===== src/rtl/activation_stream_int8.sv =====
// activation_stream_int8: streaming multi-lane INT8 activation (pass/ReLU/ReLU6/LeakyReLU)
//   clk, rst_n           clock, asynchronous active-low reset
//   cfg_mode[1:0]        0=pass 1=relu 2=relu6 3=leaky, latched at packet start
//   s_valid/s_ready      input beat handshake; s_data lanes, s_last ends packet
//   m_valid/m_ready      output beat handshake; m_data activated lanes, m_last follows its beat
//   busy                 packet open or any pipeline stage occupied
//   beat_count[15:0]     output handshakes since reset, wrapping
module activation_stream_int8 #(
    parameter int LANES       = 4,
    parameter int RELU6_MAX   = 6,
    parameter int LEAKY_SHIFT = 2
) (
    input  logic               clk,
    input  logic               rst_n,
    input  logic [1:0]         cfg_mode,
    input  logic               s_valid,
    output logic               s_ready,
    input  logic [8*LANES-1:0] s_data,
    input  logic               s_last,
    output logic               m_valid,
    input  logic               m_ready,
    output logic [8*LANES-1:0] m_data,
    output logic               m_last,
    output logic               busy,
    output logic [15:0]        beat_count
);
    typedef enum logic {IDLE, IN_PKT} state_t;
    localparam logic signed [7:0] R6 = 8'(RELU6_MAX);
    state_t             state_q, state_d;
    logic [1:0]         pkt_mode_q, pkt_mode_d, mode1_q, mode1_d, beat_mode;
    logic               v1_q, v1_d, v2_q, v2_d, last1_q, last1_d, last2_q, last2_d;
    logic [8*LANES-1:0] d1_q, d1_d, d2_q, d2_d, act;
    logic [15:0]        cnt_q, cnt_d;
    logic               adv2, accept;
    for (genvar i = 0; i < LANES; i++) begin : g_lane
        logic signed [7:0] x;
        assign x = d1_q[8*i +: 8];
        assign act[8*i +: 8] = mode1_q == 2'd0 ? x :
                               !x[7] ? ((mode1_q == 2'd2 && x > R6) ? R6 : x) :
                               mode1_q == 2'd3 ? (x >>> LEAKY_SHIFT) : 8'sd0;
    end
    // S2 may load when empty or draining; S1 may load when empty or moving into S2
    always_comb begin
        adv2       = !v2_q || m_ready;
        s_ready    = !v1_q || adv2;
        accept     = s_valid && s_ready;
        beat_mode  = state_q == IDLE ? cfg_mode : pkt_mode_q;
        v1_d       = s_ready ? s_valid : v1_q;
        d1_d       = accept ? s_data : d1_q;
        last1_d    = accept ? s_last : last1_q;
        mode1_d    = accept ? beat_mode : mode1_q;
        v2_d       = adv2 ? v1_q : v2_q;
        d2_d       = (adv2 && v1_q) ? act : d2_q;
        last2_d    = (adv2 && v1_q) ? last1_q : last2_q;
        pkt_mode_d = (accept && state_q == IDLE) ? cfg_mode : pkt_mode_q;
        state_d    = accept ? (s_last ? IDLE : IN_PKT) : state_q;
        cnt_d      = cnt_q + 16'(v2_q && m_ready);
    end
    always_ff @(posedge clk or negedge rst_n) begin
        if (!rst_n) begin
            state_q    <= IDLE;
            pkt_mode_q <= '0;
            mode1_q    <= '0;
            v1_q       <= 1'b0;
            v2_q       <= 1'b0;
            last1_q    <= 1'b0;
            last2_q    <= 1'b0;
            d1_q       <= '0;
            d2_q       <= '0;
            cnt_q      <= '0;
        end else begin
            state_q    <= state_d;
            pkt_mode_q <= pkt_mode_d;
            mode1_q    <= mode1_d;
            v1_q       <= v1_d;
            v2_q       <= v2_d;
            last1_q    <= last1_d;
            last2_q    <= last2_d;
            d1_q       <= d1_d;
            d2_q       <= d2_d;
            cnt_q      <= cnt_d;
        end
    end
    assign m_valid    = v2_q;
    assign m_data     = d2_q;
    assign m_last     = last2_q;
    assign busy       = state_q == IN_PKT || v1_q || v2_q;
    assign beat_count = cnt_q;
endmodule


===== config.mk =====
export PLATFORM = sky130hd
export DESIGN_NAME = activation_stream_int8
export DESIGN_NICKNAME = d
export VERILOG_FILES = /design/src/rtl/activation_stream_int8.sv
export SDC_FILE = /design/constraint.sdc
export NUM_CORES = 1
export LEC_CHECK = 0
export BUFFER_PORTS_ARGS = -buffer_cell sky130_fd_sc_hd__buf_4
export CORE_MARGIN = 2
export CORE_UTILIZATION = 40
export DETAILED_ROUTE_END_ITERATION = 16
export GPL_TIMING_DRIVEN = 0
export RECOVER_POWER = 100
export SKIP_CTS_REPAIR_TIMING = 1
export SYNTH_ARGS = -nofsm -noshare
export SYNTH_HDL_FRONTEND = slang
export SYNTH_SLANG_ARGS = --single-unit

===== constraint.sdc =====
create_clock -name clk -period 1.53 [get_ports clk]
set_input_delay 0.0765 -clock clk [delete_from_list [all_inputs] [get_ports clk]]
set_output_delay 0.0765 -clock clk [all_outputs]
set_load 0.02 [all_outputs]

After elaboration in Yosys (flattened, before gate mapping)

Cells that the tools add are included.

Memory bits (read-only): 0
Bits in latches: 0
Logic and storage cells: 51
Output and inout bits: 52
Register bits: 89
Memories: 0
Bits in writable memories: 0

Eq/ne operators: 2
Divide/modulo/power cells: 0
Multipliers: 0
Bitwise logic cells: 1
Reductions and logical operators: 15
$lt $le $gt $ge: 4
Muxes and demuxes: 18
$add $sub $neg: 1
Shifts and indexed selects: 0

Operator list:

| operator                                           | count |
|---|---|
| 2-to-1 mux 8 bit                                   | 12 |
| > comparator 8 x 4 -> 1 bit, second input constant | 4 |
| 2-to-1 mux 7 bit                                   | 4 |
| adder 16 x 1 -> 16 bit                             | 1 |
| logical AND 1 bit                                  | 8 |
| == test 2 bit, second input constant               | 2 |
| logical OR 1 bit                                   | 4 |
| logical NOT 1 bit                                  | 2 |
| logical NOT 2 bit                                  | 1 |
| 2-to-1 mux 2 bit                                   | 1 |
| 2-to-1 mux 1 bit                                   | 1 |
| inverter 1 bit                                     | 1 |

Depth between registers and ports, before layout

Depth in word-level cells: 5
Mapped depth: 7
Depth with buffers taken out: 7

Worst setup path before layout

Ideal clock, no wire load.

Path type: reg2reg
From: register v2_q (netlist: m_valid)
To: register cnt_q[10] (netlist: beat_count[10])
Stages on the path, launching flop included: 8
Arrival: 1.565 ns
Path buffers: 0
Library setup time: 0.130 ns
Period minus slack after synthesis: 1.695 ns
Data required time: 1.400 ns
Slack: -0.165 ns
Cell sequence: dfrtp_1 -> and2_1 -> ha_1 -> ha_1 -> nand3_1 -> nor2_1 -> nand4_1 -> xnor2_1

Longest elaborated chain between the ends: 2

RTL lines:

| what                     | line | RTL |
|---|---|---|
| start: declaration       | 31   | `logic v1_q, v1_d, v2_q, v2_d, last1_q, last1_d, last2_q, last2_d;` |
| start signal: assignment | 76   | `v2_q <= v2_d;` |
| logical AND 1 bit        | 57   | `cnt_d = cnt_q + 16'(v2_q && m_ready);` |
| adder 16 x 1 -> 16 bit   | 57   |  |
| named net cnt_d[10]      | 33   | `logic [15:0] cnt_q, cnt_d;` |
| end signal: assignment   | 81   | `cnt_q <= cnt_d;` |
| end: declaration         | 33   |  |

The timed path passes the listed nets, and every way through them passes these cells.
A chain may end at the register's enable or synchronous reset.

Worst setup path in the final report

From: register v2_q (netlist: m_valid)
To: register cnt_q[13] (netlist: beat_count[13])

Same word-level chain as after synthesis.

==> run_results.csv <==
group,metric,value,unit
timing,final-hold-violation-count,89,
run_status,violations,"hold timing, setup timing",
floorplanning,start_util,41.0,%
logic_synthesis,netlist_top_cells_area,"dfrtp_1 (59%), mux2_1 (10%), a21oi_1 (3.8%), a221oi_1 (3.7%), nor2_1 (3.3%)",
timing,period_needed,1.56,ns
routing,drcViolationCount,0,
floorplanning,core_area,9200,µm²
timing,hold_slack,-0.0710,ns
clocking,clk_pin_slew,0.08,ns
routing,drtIter0Drc,106,
floorplanning,num_rows,35,
logic_synthesis,synth_top_family_by_area,"simple AND/OR/NAND/NOR gates",
final_layout,finish.utilization,59.3,%
critical_path,criticalPathCategory,"flip-flop to flip-flop",
hold_path,worstHoldPathType,"input pin to async pin",
critical_path,required,1.81,ns
pwr,switching_power,0.00254,W
logic_synthesis,synth-simple-area-share,12.1,%
global_route,antenna_found_initial,0,
pwr,ir_drop,574,µV
routing,routedWlPerCell,16.0,µm
final_layout,fillers,783,
logic_synthesis,synth_area,3770,µm²
timing,drv_slew,0,
pwr,p_comb_share,32.7,%
routing,ant_nets,0,
logic_synthesis,yosysMostFrequentCell,"dfrtp_1",
logic_synthesis,synth_cell_types,33,
logic_synthesis,synth_ff_type,"dfrtp_1",
routing,routed_wl,9350,µm
critical_path,reg2reg_slack,-0.03,ns
clocking,clock_latency,0.35,ns
global_route,grt_first_pass_wirelength,14300,µm
logic_synthesis,synth_fa_ha_area_share,0.663,%
logic_synthesis,synth_common_cells,"dfrtp_1 (89), mux2_1 (35), nor2_1 (33)",
logic_synthesis,synth_xor_area_share,3.25,%
floorplanning,die_area,10200,µm²
logic_synthesis,synth-compound-area-share,12.0,%
timing,worst_slack,-0.0265,ns
pwr,power.leakage,2.49,nW
timing,rsz0062_at_grt,"yes",
global_route,grt_pass1_vias,2788,
routing,vias,3043,
routing,drt_first_pass_iters,4,
logic_synthesis,synthCells,320,
timing,fmax,642,MHz
critical_path,cp-end-kind,"flip-flop",
logic_synthesis,yosysSeqAreaShare,59.0,%
logic_synthesis,syn-mean-instance-area,11.8,µm²
critical_path,reg2reg_from,"m_valid$_DFFE_PN0P_",
floorplanning,die_w,101,µm
logic_synthesis,synth_edf_count,0,
global_route,globalRouteOverflowTotal,0,
routing,viasPerCell,5.21,
critical_path,rr_worst_depth,6,
clocking,clk_path_buf_depth,2,
timing,setup_viol,2,
logic_synthesis,synth.top_cell.area_share,59.0,%
placement,io_buffers,90,
logic_synthesis,yosys.area.top_type,"dfrtp_1",
floorplanning,ioPinCount,91,
timing,skew,0.00929,ns
timing,worst_pin_slew,1.11,ns
logic_synthesis,synth-async-reset-ratio,100,%
logic_synthesis,syn-num-nets,361,
global_route,grt_max_degree,90,
pwr,power_density,1340,nW/µm²
critical_path,r2r_end,"beat_count[13]$_DFF_PN0_",
run_status,outcome,"finished, violations left",
final_layout,diodes,0,
clocking,cts-root-buf,"clkbuf_8",
clocking,numCtsBuffers,9,
clocking,clkSinkCount,89,
logic_synthesis,yosys_warnings,0,
pwr,p_seq_share,45.9,%
floorplanning,die_y,101,µm
clocking,h-tree-depth,3,
final_layout,drive_gt1_share,35.1,%
logic_synthesis,muxShareOfSynthArea,11.0,%
pwr,swShare,34.7,%
global_route,grt_usage,18.2,%
clocking,cts_tree,"done",
logic_synthesis,synth_seq_cells,89,
final_layout,area.growth.synth_to_final,44.6,%
pwr,p_int,0.00477,W
run,drv_cap,0,
final_layout,fin_nets,510,
critical_path,cp_max_fo,5,
placement,gp_routability_congestion,0.775,
timing,period_share,102,%
pwr,report.power.total,0.00731,W
placement,dp_hpwl,6250,µm
critical_path,arrival,1.84,ns
pwr,clock_power_share,21.4,%
critical_path,cp-start-kind,"flip-flop",
timing,slew_headroom,26.3,%
## cells by family after synthesis
group / after synthesis
AOI/OAI and AO/OA: 72
xor gates and xnor gates: 14
adders and majority gates: 2
buffers and inverters: 17
DFF: 89
muxes: 37
and+or+nand+nor: 89
## sequential cells by signal, summed over array words and instances, names as in the netlist, 2 cells and up
| name | cells |
|---|---|
| mode1_q | 2 |
| beat_count | 16 |
| pkt_mode_q | 2 |
| m_data | 32 |
| d1_q | 32 |
## worst max-delay path by stage
| stage | from | endpoint | slack (ns) |
|---|---|---|---|
| after detailed placement | m_valid$_DFFE_PN0P_ | m_data[26]$_DFFE_PN0P_ | -0.08 |
| after CTS | m_valid$_DFFE_PN0P_ | m_data[26]$_DFFE_PN0P_ | -0.10 |
| after global routing | m_valid$_DFFE_PN0P_ | beat_count[13]$_DFF_PN0_ | -0.12 |
| final | m_valid$_DFFE_PN0P_ | beat_count[13]$_DFF_PN0_ | -0.03 |
| after floorplan | m_valid$_DFFE_PN0P_ | d1_q[15]$_DFFE_PN0P_ | -0.01 |
| after global placement | m_valid$_DFFE_PN0P_ | beat_count[15]$_DFF_PN0_ | -0.03 |
## per-layer routing
layer | up-vias | global-route usage (%) | part of all wire, %
li1 | 1456 | - | -
met1 | 1518 | 24.3 | 44
met2 | 61 | 30.5 | 51
met3 | 8 | 2.62 | 3.0
met4 | 0 | 6.55 | 1.2
met5 | - | 0 | 0
## per-stage QoR
step / setup slack [ns] / cells / cell area (µm²) / TNS (ns) / hold slack, ns
finish: -0.0265 / 584 / 5460 / -0.0266 / -0.0710
global route: -0.117 / 584 / 5460 / -1.11 / 0.0318
CTS: -0.103 / 536 / 4830 / -1.40 / -0.104
detailed placement: -0.0797 / 521 / 4640 / -0.580 / 0.285
global placement: -0.0279 / 521 / 4640 / -0.105 / 0.279
floorplan: -0.0116 / 320 / 3820 / -0.144 / -0.219
## cell type report
class	instances	area, µm²	area share, %
Sequential cell	89	2230	40.8
Multi-Input combinational cell	214	1660	30.5
Timing Repair Buffer	139	1130	20.8
Clock buffer	11	141	2.59
Tap cell	111	139	2.55
Buffer	15	104	1.90
Clock inverter	4	45.0	0.825
Inverter	1	3.75	0.0688
## cell usage in the layout, fill, tap and decap left out, types with 2 or more instances in the layout
cell type        n
buf_4          105
dfrtp_1         88
dlygate4sd3_1   36
mux2_1          35
nor2_1          31
a21oi_1         24
nand2_1         19
o21ai_1         14
a221oi_1        10
clkbuf_8        10
xor2_1           7
xnor2_1          7
a221oi_2         6
a21oi_2          5
nand3_1          4
clkbuf_2         4
and3_1           4
o211ai_1         4
a22o_1           4
or3_1            3
nand2b_1         3
clkbuf_1         3
or4_4            3
clkinv_2         3
nand4_1          2
nor3_4           2
clkbuf_4         2
a31oi_1          2
buf_6            2
mux2i_1          2
a31oi_2          2
or3_4            2
ha_4             2
## critical path, stage by stage (launching register included)
cell     delay [ns]
dfrtp_2        0.42
and2_4         0.16
ha_4           0.14
and4_4         0.24
nand4_4        0.16
nor3_4         0.21
xor2_1         0.15
## power groups by stage
stage | combinational, W | sequential, W | clock [W]
floorplan | 0.000815 | 0.00369 | 0
global placement | 0.00211 | 0.00335 | 0
detailed placement | 0.00214 | 0.00337 | 0
CTS | 0.00215 | 0.00332 | 0.00160
global route | 0.00260 | 0.00343 | 0.00172
finish | 0.00239 | 0.00336 | 0.00157
No activity file was read; power rests on OpenSTA's default activity.
